File: src/rtl/control_pkg.sv
// Shared constants for the RV32I multicycle control unit: FSM states, opcodes,
// ALU operation codes and datapath select encodings.
package control_pkg;

  typedef enum logic [3:0] {
    S_FETCH    = 4'd0,
    S_DECODE   = 4'd1,
    S_MEMADR   = 4'd2,
    S_MEMREAD  = 4'd3,
    S_MEMWB    = 4'd4,
    S_MEMWRITE = 4'd5,
    S_EXECR    = 4'd6,
    S_EXECI    = 4'd7,
    S_ALUWB    = 4'd8,
    S_BRANCH   = 4'd9,
    S_JAL      = 4'd10,
    S_JALR1    = 4'd11,
    S_JALR2    = 4'd12,
    S_LUI      = 4'd13,
    S_AUIPC    = 4'd14,
    S_HALT     = 4'd15
  } state_t;

  localparam logic [6:0] OP_LOAD   = 7'b0000011;
  localparam logic [6:0] OP_STORE  = 7'b0100011;
  localparam logic [6:0] OP_OP     = 7'b0110011;
  localparam logic [6:0] OP_OPIMM  = 7'b0010011;
  localparam logic [6:0] OP_BRANCH = 7'b1100011;
  localparam logic [6:0] OP_JAL    = 7'b1101111;
  localparam logic [6:0] OP_JALR   = 7'b1100111;
  localparam logic [6:0] OP_LUI    = 7'b0110111;
  localparam logic [6:0] OP_AUIPC  = 7'b0010111;

  localparam logic [3:0] ALU_ADD    = 4'd0;
  localparam logic [3:0] ALU_SUB    = 4'd1;
  localparam logic [3:0] ALU_AND    = 4'd2;
  localparam logic [3:0] ALU_OR     = 4'd3;
  localparam logic [3:0] ALU_XOR    = 4'd4;
  localparam logic [3:0] ALU_SLT    = 4'd5;
  localparam logic [3:0] ALU_SLL    = 4'd6;
  localparam logic [3:0] ALU_SRL    = 4'd7;
  localparam logic [3:0] ALU_SRA    = 4'd8;
  localparam logic [3:0] ALU_SLTU   = 4'd9;
  localparam logic [3:0] ALU_PASS_B = 4'd10;

  // State classes seen by the ALU decoder.
  localparam logic [1:0] ALU_CLS_ADD    = 2'd0;
  localparam logic [1:0] ALU_CLS_EXEC   = 2'd1;
  localparam logic [1:0] ALU_CLS_BRANCH = 2'd2;
  localparam logic [1:0] ALU_CLS_PASS_B = 2'd3;

  localparam logic [2:0] IMM_I = 3'd0;
  localparam logic [2:0] IMM_S = 3'd1;
  localparam logic [2:0] IMM_B = 3'd2;
  localparam logic [2:0] IMM_J = 3'd3;
  localparam logic [2:0] IMM_U = 3'd4;

  localparam logic [1:0] RES_ALU_OUT    = 2'd0;
  localparam logic [1:0] RES_MEM_DATA   = 2'd1;
  localparam logic [1:0] RES_ALU_RESULT = 2'd2;

  localparam logic [1:0] SRC_A_PC     = 2'd0;
  localparam logic [1:0] SRC_A_OLD_PC = 2'd1;
  localparam logic [1:0] SRC_A_RS1    = 2'd2;

  localparam logic [1:0] SRC_B_RS2  = 2'd0;
  localparam logic [1:0] SRC_B_IMM  = 2'd1;
  localparam logic [1:0] SRC_B_FOUR = 2'd2;

  // Branch decision from the compare result; SLT/SLTU yield zero when not less.
  function automatic logic branch_taken(input logic [2:0] funct3, input logic zero);
    case (funct3)
      3'b000:  branch_taken = zero;
      3'b001:  branch_taken = !zero;
      3'b100:  branch_taken = !zero;
      3'b101:  branch_taken = zero;
      3'b110:  branch_taken = !zero;
      3'b111:  branch_taken = zero;
      default: branch_taken = 1'b0;
    endcase
  endfunction

endpackage

File: src/rtl/control_unit_alu_decoder.sv
// Combinational ALU operation decoder: maps the current state class, funct3,
// funct7[5] and opcode to the ALU control code.
module alu_decoder
  import control_pkg::*;
(
  input  logic [1:0] alu_class,
  input  logic [2:0] funct3,
  input  logic       funct7_5,
  input  logic [6:0] opcode,
  output logic [3:0] alu_control
);

  logic is_rtype;
  assign is_rtype = (opcode == OP_OP);

  always_comb begin
    alu_control = ALU_ADD;
    case (alu_class)
      ALU_CLS_EXEC: begin
        case (funct3)
          // Immediate forms use bit 30 as immediate data except for SRAI.
          3'b000:  alu_control = (funct7_5 && is_rtype) ? ALU_SUB : ALU_ADD;
          3'b001:  alu_control = ALU_SLL;
          3'b010:  alu_control = ALU_SLT;
          3'b011:  alu_control = ALU_SLTU;
          3'b100:  alu_control = ALU_XOR;
          3'b101:  alu_control = funct7_5 ? ALU_SRA : ALU_SRL;
          3'b110:  alu_control = ALU_OR;
          default: alu_control = ALU_AND;
        endcase
      end
      ALU_CLS_BRANCH: begin
        case (funct3)
          3'b100, 3'b101: alu_control = ALU_SLT;
          3'b110, 3'b111: alu_control = ALU_SLTU;
          default:        alu_control = ALU_SUB;
        endcase
      end
      ALU_CLS_PASS_B: alu_control = ALU_PASS_B;
      default:        alu_control = ALU_ADD;
    endcase
  end

endmodule

File: src/rtl/control_unit.sv
// Multicycle RV32I sequencer: Moore FSM driving every datapath select/enable.
// Optional CONTROL_UNIT_ILLEGAL_HALT_EN: unknown opcodes halt and set illegal_instr.
module control_unit
  import control_pkg::*;
#(
  parameter int STATE_W = 4
) (
  input  logic               clk,
  input  logic               rst,
  input  logic [31:0]        instr,
  input  logic               zero,
  output logic               pc_write,
  output logic               adr_src,
  output logic               ir_write,
  output logic               mem_write,
  output logic               reg_write,
  output logic [1:0]         result_src,
  output logic [1:0]         alu_src_a,
  output logic [1:0]         alu_src_b,
  output logic [2:0]         imm_src,
  output logic [3:0]         alu_control,
  output logic               illegal_instr,
  output logic [STATE_W-1:0] state_dbg
);

`ifdef CONTROL_UNIT_ILLEGAL_HALT_EN
  localparam state_t ILLEGAL_NEXT = S_HALT;
`else
  localparam state_t ILLEGAL_NEXT = S_FETCH;
`endif

  state_t     state_q, state_d;
  logic [6:0] opcode;
  logic [2:0] funct3;
  logic       funct7_5;
  logic [1:0] alu_class;
  logic [3:0] dec_alu_control;
  logic       unused_instr_bits;

  assign opcode            = instr[6:0];
  assign funct3            = instr[14:12];
  assign funct7_5          = instr[30];
  assign unused_instr_bits = ^{instr[31], instr[29:15], instr[11:7]};
  assign state_dbg         = STATE_W'(state_q);

  always_ff @(posedge clk or negedge rst) begin
    if (!rst) state_q <= S_FETCH;
    else      state_q <= state_d;
  end

`ifdef CONTROL_UNIT_ILLEGAL_HALT_EN
  logic illegal_q, illegal_d;
  logic opcode_known;

  always_comb begin
    case (opcode)
      OP_LOAD, OP_STORE, OP_OP, OP_OPIMM, OP_BRANCH,
      OP_JAL, OP_JALR, OP_LUI, OP_AUIPC: opcode_known = 1'b1;
      default:                           opcode_known = 1'b0;
    endcase
    illegal_d = illegal_q | ((state_q == S_DECODE) && !opcode_known);
  end

  always_ff @(posedge clk or negedge rst) begin
    if (!rst) illegal_q <= 1'b0;
    else      illegal_q <= illegal_d;
  end

  assign illegal_instr = illegal_q;
`else
  assign illegal_instr = 1'b0;
`endif

  always_comb begin
    state_d = state_q;
    case (state_q)
      S_FETCH:  state_d = S_DECODE;
      S_DECODE: begin
        case (opcode)
          OP_LOAD, OP_STORE: state_d = S_MEMADR;
          OP_OP:             state_d = S_EXECR;
          OP_OPIMM:          state_d = S_EXECI;
          OP_BRANCH:         state_d = S_BRANCH;
          OP_JAL:            state_d = S_JAL;
          OP_JALR:           state_d = S_JALR1;
          OP_LUI:            state_d = S_LUI;
          OP_AUIPC:          state_d = S_AUIPC;
          default:           state_d = ILLEGAL_NEXT;
        endcase
      end
      S_MEMADR:   state_d = (opcode == OP_STORE) ? S_MEMWRITE : S_MEMREAD;
      S_MEMREAD:  state_d = S_MEMWB;
      S_MEMWB:    state_d = S_FETCH;
      S_MEMWRITE: state_d = S_FETCH;
      S_EXECR:    state_d = S_ALUWB;
      S_EXECI:    state_d = S_ALUWB;
      S_ALUWB:    state_d = S_FETCH;
      S_BRANCH:   state_d = S_FETCH;
      S_JAL:      state_d = S_ALUWB;
      S_JALR1:    state_d = S_JALR2;
      S_JALR2:    state_d = S_ALUWB;
      S_LUI:      state_d = S_ALUWB;
      S_AUIPC:    state_d = S_ALUWB;
      S_HALT:     state_d = ILLEGAL_NEXT;
      default:    state_d = S_FETCH;
    endcase
  end

  alu_decoder u_alu_decoder (
    .alu_class   (alu_class),
    .funct3      (funct3),
    .funct7_5    (funct7_5),
    .opcode      (opcode),
    .alu_control (dec_alu_control)
  );

  // Reset gates every strobe so a write in flight is dropped asynchronously.
  always_comb begin
    pc_write    = 1'b0;
    adr_src     = 1'b0;
    ir_write    = 1'b0;
    mem_write   = 1'b0;
    reg_write   = 1'b0;
    result_src  = RES_ALU_OUT;
    alu_src_a   = SRC_A_PC;
    alu_src_b   = SRC_B_RS2;
    imm_src     = IMM_I;
    alu_class   = ALU_CLS_ADD;
    alu_control = 4'd0;
    if (rst) begin
      case (state_q)
        S_FETCH: begin
          ir_write   = 1'b1;
          pc_write   = 1'b1;
          alu_src_b  = SRC_B_FOUR;
          result_src = RES_ALU_RESULT;
        end
        S_DECODE: begin
          alu_src_a = SRC_A_OLD_PC;
          alu_src_b = SRC_B_IMM;
          if (opcode == OP_BRANCH)   imm_src = IMM_B;
          else if (opcode == OP_JAL) imm_src = IMM_J;
        end
        S_MEMADR: begin
          alu_src_a = SRC_A_RS1;
          alu_src_b = SRC_B_IMM;
          imm_src   = (opcode == OP_STORE) ? IMM_S : IMM_I;
        end
        S_MEMREAD: adr_src = 1'b1;
        S_MEMWB: begin
          result_src = RES_MEM_DATA;
          reg_write  = 1'b1;
        end
        S_MEMWRITE: begin
          adr_src   = 1'b1;
          mem_write = 1'b1;
        end
        S_EXECR: begin
          alu_src_a = SRC_A_RS1;
          alu_class = ALU_CLS_EXEC;
        end
        S_EXECI: begin
          alu_src_a = SRC_A_RS1;
          alu_src_b = SRC_B_IMM;
          alu_class = ALU_CLS_EXEC;
        end
        S_ALUWB: reg_write = 1'b1;
        S_BRANCH: begin
          alu_src_a = SRC_A_RS1;
          alu_class = ALU_CLS_BRANCH;
          pc_write  = branch_taken(funct3, zero);
        end
        S_JAL, S_JALR2: begin
          pc_write  = 1'b1;
          alu_src_a = SRC_A_OLD_PC;
          alu_src_b = SRC_B_FOUR;
        end
        S_JALR1: begin
          alu_src_a = SRC_A_RS1;
          alu_src_b = SRC_B_IMM;
        end
        S_LUI: begin
          alu_src_b = SRC_B_IMM;
          imm_src   = IMM_U;
          alu_class = ALU_CLS_PASS_B;
        end
        S_AUIPC: begin
          alu_src_a = SRC_A_OLD_PC;
          alu_src_b = SRC_B_IMM;
          imm_src   = IMM_U;
        end
        default: ;
      endcase
      alu_control = dec_alu_control;
    end
  end

endmodule

File: config.mk
export PLATFORM = sky130hd
export DESIGN_NAME = control_unit
export DESIGN_NICKNAME = d
export VERILOG_FILES = /design/src/rtl/control_pkg.sv /design/src/rtl/control_unit_alu_decoder.sv /design/src/rtl/control_unit.sv
export SDC_FILE = /design/constraint.sdc
export NUM_CORES = 1
export LEC_CHECK = 0
export ABC_CLOCK_PERIOD_IN_PS = 2200
export CAP_MARGIN = 20
export CORE_MARGIN = 2
export CORE_UTILIZATION = 32
export DETAILED_ROUTE_END_ITERATION = 6
export MAX_ROUTING_LAYER = met4
export PLACE_DENSITY_LB_ADDON = 0.3
export RECOVER_POWER = 100
export SYNTH_ARGS = -nofsm -noshare
export SYNTH_HDL_FRONTEND = slang
export SYNTH_SLANG_ARGS = --single-unit
File: constraint.sdc
create_clock -name clk -period 2.2 [get_ports clk]
set_input_delay 0.55 -clock clk [delete_from_list [all_inputs] [get_ports clk]]
set_output_delay 0.55 -clock clk [all_outputs]
set_load 0.01 [all_outputs]
After elaboration in Yosys (flattened, before gate mapping)
Cells that the tools add are included. W data, S select, Z words.

Bits in registers: 4. Input bits: 35. Output and inout bits: 23. Logic and storage cells: 87.

Equal/unequal tests: 34. Multiplexer cells: 33. Reduce and logical (&&, ||, !) cells: 19.

Operators with widths (number): $pmux W4 S7 (2); $eq A4 B4 Y1 const B (8); $pmux W4 S8 (1); $eq A7 B6 Y1 const B (3); $eq A7 B7 Y1 const B (3); $eq A4 B3 Y1 const B (4); $eq A7 B5 Y1 const B (2); $reduce_or A2 Y1 (7); $eq A3 B3 Y1 const B (4); $mux W2 (6); $pmux W2 S2 (3); $pmux W4 S3 (1); $reduce_or A6 Y1 (2); $mux W1 (11); $reduce_or A5 Y1 (2); $pmux W3 S3 (1); $reduce_or A3 Y1 (3); $eq A4 B2 Y1 const B (2); $mux W4 (2); $pmux W4 S2 (1); $eq A7 B2 Y1 const B (1); $eq A3 B2 Y1 const B (2); $mux W3 (2); $pmux W2 S3 (1); 10 further kinds (12).

Logic depth before layout (Yosys ltp)
Gate-level depths: netlist (run 1).

Word-level depth: 7. Depth in mapped cells: 5. Mapped depth without buffers: 4.

Modules after synthesis
From an unflattened synthesis (run 1), not the netlist that was laid out.

Cells, all modules: 121. Area, all modules: 857.1 um^2.

Modules (own cells, without submodules): control_unit (instances 1, cells an instance 93, area each 663.1 um^2, seq. area each 100.1 um^2); alu_decoder (instances 1, cells an instance 28, area each 193.9 um^2, seq. area each 0.0 um^2).

Least setup slack after synthesis (run 1)
No wires, ideal clock.

Kind: register to output. Start point: register state_q[1] (netlist: state_dbg[1]). End point: output port imm_src[0]. Data arrival time: 1.614 ns. Required time: 1.650 ns. Setup slack: 0.036 ns. Stages on the path, launching flop included: 5. Buffers on the path: 0. Cells stage by stage: dfrtp_1 > nor3_2 > nand4_2 > or4_1 > a21oi_1.

Longest elaborated chain between the ends: 4. Elaborated cells on any way between the ends: 7. Those cells by class: 4 x eq/ne; 2 x mux; 1 x reduce/logical.

Ends and longest elaborated chain: from (decl) (line control_unit.sv:32) `state_t state_q, state_d;`; from (signal assigned) (line control_unit.sv:48) `else state_q <= state_d;`; $eq A4 B4 Y1 (line control_unit.sv:131) `case (state_q)`; $reduce_or A2 Y1 (no line); $pmux W3 S3 * (line control_unit.sv:131); $mux W3 * (line control_unit.sv:130) `if (rst) begin`; to (decl) (line control_unit.sv:20) `output logic [2:0] imm_src,`.

Every way passes the cells marked *; elsewhere a longest branch is shown, timed or not.

Worst setup path in the final report (run 1)
Start point: register state_q[1] (netlist: state_dbg[1]). End point: output port alu_control[3].

Longest elaborated chain between the ends: 7. Elaborated cells on any way between the ends: 12. Those cells by class: 7 x eq/ne; 4 x mux; 1 x reduce/logical.

Ends and longest elaborated chain: $eq A4 B3 Y1 (line control_unit.sv:131); $reduce_or A2 Y1 (no line); $pmux W2 S3 * (line control_unit.sv:131); $mux W2 * (line control_unit.sv:130); $eq A2 B2 Y1 or $eq A2 B1 Y1 (tied branches) (line control_unit_alu_decoder.sv:18) `case (alu_class)`; $pmux W4 S3 * (line control_unit_alu_decoder.sv:18); $mux W4 * (line control_unit.sv:130); to (decl) (line control_unit.sv:21) `output logic [3:0] alu_control,`.

Marks and branches as above.

==> results.tsv, run 1 <==
metric	value	unit
grt_pass1_wl	4.50	mm
max-vdd-ir-drop	0.000427	V
r2r_cells	4	
stdcell_count	202	
synth_top_area_share	14.4	%
drtPass1Iterations	4	
portBuffers	35	
worst_path_max_delay_cell	dfrtp_1	
rows	16	
coreArea	0.00200	sq mm
path_buf_inv	3	
yosysWarnings	0	
period_share	102	%
slew_violations	0	
nNetsFinal	212	
power.density	583	mW/mm^2
crit_family	buffers and inverters	
postLayoutSetupSlackWorst	-0.0358	ns
fin_skew	0.00785	ns
clk_latency	0.25	ns
clock_sinks	4	
setup_viol	3	
dp_cells	185	
cp-end-kind	output port	
violations	negative setup slack	
drc	0	
syn2layout_area_growth	105	%
drive_gt1_share	50.3	%
met3_usage	2.08	%
grt_usage	23.4	%
critPathRequiredTime	1.65	ns
largest_reg_flops	4	
grt_overflow	0	
cp_slowest_stage_delay	0.43	ns
synth_top_cells_by_area	dfrtp_1 (14%), a21oi_1 (6.5%), nor2_1 (5.4%)	
synth_cells	105	
n_antenna_cell	0	
arrival	1.69	ns
fillerInstances	166	
r2r_end	state_dbg[0]	
crit_fanout	8	
netlist_area	693	sq um
rsz0062_at_grt	true	
cts_hold_buf	0	
cp-start-kind	flip-flop	
min_path_type	in -> async	
crit_top_cell	buf_6	
grtUsageMet1	25.7	%
avgRoutedWirePerCell	13.5	um
die_x	50.5	um
wirelength	2.74	mm
path_cells	buf_6, buf_6, nor2b_4, a21oi_1, or2_4, o22ai_2, buf_2	
synthDistinctLibCells	41	
antenna_left	0	
hpwl	1.90	mm
finalHoldViolations	0	
io_pins	58	
tritoncts	built	
path_clk_slew	0.04	ns
cts_buffers	3	
htreeDepth	1	
status	complete, but fails checks	
grt_max_degree	12	
synth_largest_area_cell	dfrtp_1	
ctsRootBufferMaster	clkbuf_4	
die_h	50.5	um
dieArea	0.00255	sq mm
via_per_inst	5.25	
fmax	447	MHz
start_util	34.6	%
crit_start	state_dbg[1]	
postSynthAreaPerCell	6.60	sq um
top_usage_layer	met2	
rrSetupSlack	0.89	ns
yosysSeqAreaShare	14.4	%
leakage	0.000664	uW
clock_path_buffers	2	
post-route-min-period	2.24	ns
vias	1061	
gp_congestion	0.849	
grt_pass1_vias	1039	
ys_ff_latch	4	
timing.rr.start	state_dbg[3]	
crit_type	reg -> out	
drt_iter0_markers	20	
cap_viol_max_count	0	
power.total	828	uW
syn-num-nets	140	
antenna_found_initial	0	
grt_use_met2	41.4	%
## repair_timing
| action | CTS | global route |
|---|---|---|
| pin swaps | 11 | 8 |
| buffers inserted | 10 | 4 |
| setup endpoints to repair | 18 | 16 |
| gates resized for setup | 88 | 27 |
## report_power, final
group | internal [uW] | switching [uW] | total (uW)
combinational | 330 | 288 | 618
clock | 61.5 | 37.3 | 98.8
sequential | 90.5 | 20.4 | 111
total | 482 | 346 | 828
## metal layers
| metal | wire [um] | up-vias |
|---|---|---|
| met2 | 1450 | 45 |
| met4 | 47 | 0 |
| li1 | - | 519 |
| met1 | 1110 | 491 |
| met3 | 137 | 6 |
| met5 | 0 | - |
## layout by cell type (no fill, tap or decap), drive strengths merged, types with 2 or more instances in the layout
cell type,Yosys,final
a21oi,9,9
a31oi,2,2
buf,3,53
clkbuf,7,8
clkdlybuf4s15,0,2
clkdlybuf4s50,0,5
dfrtp,4,4
dlygate4sd2,0,12
inv,3,3
nand2,8,8
nand2b,5,5
nand3,4,4
nand4,3,3
nor2,10,10
nor2b,2,2
nor3,4,4
o21ai,7,7
o22ai,4,4
or2,3,3
xnor2,3,3
xor2,4,4
## worst max path at each step
stage	endpoint	slack, ns	depth (start not counted)
2_1_floorplan	imm_src[0]	0.04	4
3_3_place_gp	imm_src[0]	-0.72	5
3_5_place_dp	imm_src[0]	-0.76	5
4_1_cts	alu_control[2]	-0.06	7
5_1_grt	pc_write	-0.09	7
6_report	alu_control[3]	-0.04	7
## synth_stat cells
cell / count
xor2_1: 4
or2_2: 3
mux2i_1: 1
nor2b_1: 2
o22ai_1: 4
a31oi_1: 2
a22oi_1: 1
xnor2_1: 3
nor2_1: 10
a32oi_1: 1
and4b_1: 1
or3_1: 1
o2bb2ai_1: 1
nand2b_1: 5
nor3_2: 1
inv_1: 3
nor3_1: 3
nand2_1: 8
o21bai_1: 1
nand4_1: 2
nand4_2: 1
buf_2: 1
a211oi_1: 1
and3_1: 1
nand3_1: 4
nand3b_1: 1
clkbuf_1: 7
a21boi_0: 1
o21ai_0: 7
nor4b_1: 1
nor4_1: 1
and2_1: 1
nand4b_1: 1
o32a_1: 1
buf_4: 2
o221ai_1: 1
conb_1: 1
o32ai_1: 1
a21oi_1: 9
or4_1: 1
dfrtp_1: 4
## area by class of cell
| cell class | count | area (sq um) | share of cell area (%) |
|---|---|---|---|
| tap | 27 | 33.8 | 2.38 |
| sequential | 4 | 101 | 7.14 |
| inverter | 3 | 11.3 | 0.794 |
| clock buffer | 3 | 22.5 | 1.59 |
| timing repair buffer | 77 | 603 | 42.5 |
| multi-input combinational | 88 | 647 | 45.6 |
## cells by family after synthesis
| logic type | Yosys count | synth area share, % |
|---|---|---|
| and+or+nand+nor | 48 | 38.6 |
| AOI/OAI and AO/OA | 31 | 27.8 |
| buffers and inverters | 13 | 8.30 |
| xor gates and xnor gates | 7 | 8.84 |
| DFF | 4 | 14.4 |
| muxes | 1 | 1.44 |
| other | 1 | 0.541 |
## worst register-to-register path, cell delays in order (launching register included)
cell and delay, ns:
dfrtp_1 0.40, nor3_4 0.24, nand4_2 0.11, buf_4 0.18
o32ai_1 0.27
## stage by stage
| step | instance area (sq um) | setup TNS, ns | setup WS, ns | util, % | hold WS, ns |
|---|---|---|---|---|---|
| 3_3_place_gp | 1240 | -9.25 | -0.724 | 62.0 | 0.578 |
| 6_report | 1420 | -0.0732 | -0.0358 | 70.9 | 0.412 |
| 4_1_cts | 1350 | -0.175 | -0.0572 | 67.5 | 0.388 |
| 3_5_place_dp | 1240 | -9.79 | -0.764 | 62.0 | 0.594 |
| 2_1_floorplan | 693 | 0 | 0.0364 | - | 0.254 |
| 5_1_grt | 1420 | -0.420 | -0.0938 | 70.9 | 0.423 |
No activity file was read; power rests on OpenSTA's default activity.
==> run 2, diff against run 1 <==
--- a/config.mk
+++ b/config.mk
@@ -5,14 +5,15 @@
 export SDC_FILE = /design/constraint.sdc
 export NUM_CORES = 1
 export LEC_CHECK = 0
-export ABC_CLOCK_PERIOD_IN_PS = 2200
+export ABC_CLOCK_PERIOD_IN_PS = 1800
 export CAP_MARGIN = 20
 export CORE_MARGIN = 2
-export CORE_UTILIZATION = 32
+export CORE_UTILIZATION = 29
 export DETAILED_ROUTE_END_ITERATION = 6
 export MAX_ROUTING_LAYER = met4
 export PLACE_DENSITY_LB_ADDON = 0.3
 export RECOVER_POWER = 100
+export SLEW_MARGIN = 15
 export SYNTH_ARGS = -nofsm -noshare
 export SYNTH_HDL_FRONTEND = slang
 export SYNTH_SLANG_ARGS = --single-unit
==> constraint.sdc (replaced) <==
create_clock -name clk -period 1.8 [get_ports clk]
set_input_delay 0.45 -clock clk [delete_from_list [all_inputs] [get_ports clk]]
set_output_delay 0.45 -clock clk [all_outputs]
set_load 0.01 [all_outputs]
==> run 2 against run 1 <==
Clock skew grew 0.0029 ns. Sequential share of layout area is 0.69 points lower. Critical endpoint is now imm_src[0]. Utilization is 2.1 points higher. Global-route usage decreased by 0.70 points. Worst setup slack lost 0.35 ns. Wire length is 17% higher. Largest power group unchanged. Final cell count increased by 5.4%. Flip-flop and latch count stayed put. The flow still finishes with violations (negative setup slack). Critical path depth down 2. Via count rose by 6.7%.
==> results.tsv, run 2 (synthesis gave the netlist of run 1 again) <==
metric	value	unit	change
min_path_type	in -> async		
grt_pass1_wl	4.61	mm	+2.5%
post_dp_cell_area	0.00129	sq mm	+3.8%
final_area	0.00163	sq mm	+15%
r2r_end	state_dbg[0]		
leakage	0.000763	uW	+15%
dp_cells	191		+3.2%
start_util	31.0	%	-3.6 points
finalHoldViolations	0		unchanged
timing.rr.start	state_dbg[3]		
drc	0		unchanged
top_layer	met4		
path_buf_inv	1		-2
layout_commonest_cell	buf_4		
die_x	52.9	um	+4.6%
slew_violations	0		unchanged
antenna_found_initial	0		unchanged
drt_iter0_markers	35		+75%
power.total	1220	uW	+47%
tritoncts	built		
vias	1132		+6.7%
grt_pass1_vias	1022		-1.6%
cap_viol_max_count	0		unchanged
stdcell_count	213		+5.4%
finish.utilization	72.9	%	+2.1 points
dieArea	0.00280	sq mm	+9.5%
critPathRequiredTime	1.35	ns	-0.30 ns
grt_max_degree	11		-1
period_share	121	%	
setup_viol	18		+15
final_cell_mix	buf_4 (30), buf_6 (19), buf_2 (16)		
gp_congestion	0.865		+1.8%
cts_buffers	3		unchanged
n_antenna_cell	0		unchanged
cp-end-kind	output port		
antenna_left	0		unchanged
drive_gt1_share	56.8	%	+6.5 points
largest_reg_flops	4		unchanged
portBuffers	35		unchanged
rrSetupSlack	0.18	ns	-0.71 ns
path_cells	nor3_4, nand4_2, or4_4, a21oi_2, buf_2		
fin_skew	0.0107	ns	+0.00287 ns
dr_wl_met3	130	um	-5.1%
cp-start-kind	flip-flop		
crit_family	simple AND/OR/NAND/NOR gates		
clock_path_buffers	2		unchanged
coreArea	0.00223	sq mm	+12%
post-route-min-period	2.18	ns	
syn2layout_area_growth	135	%	
crit_fanout	2		-6
grt_overflow	0		unchanged
rsz0062_at_grt	true		
power.density	749	mW/mm^2	+28%
cp_slowest_stage_delay	0.44	ns	about the same
nNetsFinal	221		+4.2%
postLayoutSetupSlackWorst	-0.381	ns	-0.346 ns
crit_type	reg -> out		
arrival	1.73	ns	+0.04 ns
ctsRootBufferMaster	clkbuf_4		
wl_met1	1.30	mm	+18%
worst_path_max_delay_cell	or4_4		
fmax	458	MHz	
die_h	52.9	um	+4.6%
violations	negative setup slack		
io_pins	58		unchanged
wirelength	3.21	mm	+17%
fillerInstances	170		+2.4%
clock_sinks	4		unchanged
rows	17		+1
avgRoutedWirePerCell	15.1	um	+11%
wl_met2	1.76	mm	+21%
htreeDepth	1		unchanged
via_per_inst	5.31		+1.2%
grt_usage	22.7	%	-0.70 points
path_clk_slew	0.05	ns	about the same
pre_cts_slack	-0.921	ns	-0.156 ns
status	complete, but fails checks		
hpwl	1.85	mm	-2.5%
drtPass1Iterations	4		unchanged
r2r_cells	6		+2
max-vdd-ir-drop	0.000500	V	+17%
clk_latency	0.24	ns	about the same
-- run 2: cell count changes in the layout (fill, tap and decap cells not counted), sizes merged --
cell           change
clkbuf             -1
dlygate4sd2        -2
buf               +15
dlymetal6s2s       +2
clkdlybuf4s50      -4
-- run 2: routing by layer --
layer	track usage (%)	up-vias
met1	26.1	544
met2	43.1	43
met3	0.847	2
met4	5.13	0
li1	-	543
met5	-	-
-- run 2: layout make-up --
class / count / area [sq um] / share of cell area [%]
multi-input cells: 88 / 727 / 44.6
flip-flops and latches: 4 / 105 / 6.45
inverters: 3 / 11.3 / 0.691
clock buffers: 4 / 26.3 / 1.61
repair buffers: 86 / 724 / 44.5
well taps: 28 / 35.0 / 2.15
-- run 2: repair_timing --
action                                  in CTS  in global routing
pin swaps                                    6                 20
hold buffers                                 0                  0
cloned                                       1                  0
buffers inserted                             8                 15
endpoints found under the setup margin      20                 19
gates resized for setup                    127                 33
-- run 2: worst max-delay path by stage --
stage / start / endpoint / slack (ns) / depth (start not counted)
finish: state_dbg[3] / imm_src[0] / -0.38 / 5
global route: state_dbg[3] / imm_src[0] / -0.46 / 5
CTS: state_dbg[2] / imm_src[0] / -0.37 / 5
detailed placement: instr[14] / alu_control[2] / -0.92 / 5
global placement: instr[14] / alu_control[2] / -0.86 / 5
floorplan: state_dbg[3] / imm_src[0] / -0.09 / 4
-- run 2: power by group --
group | switching [uW] | total, uW | internal (uW)
clock network | 39.5 | 123 | 83.4
logic | 427 | 959 | 532
registers | 26.6 | 139 | 112
total | 493 | 1220 | 727
-- run 2: metrics by stage --
| step | TNS, ns | hold slack, ns |
|---|---|---|
| final | -3.85 | 0.427 |
| after global routing | -5.00 | 0.473 |
| after CTS | -2.71 | 0.400 |
| after detailed placement | -13.43 | 0.601 |
| after global placement | -12.98 | 0.607 |
| after floorplan | -0.0855 | 0.154 |
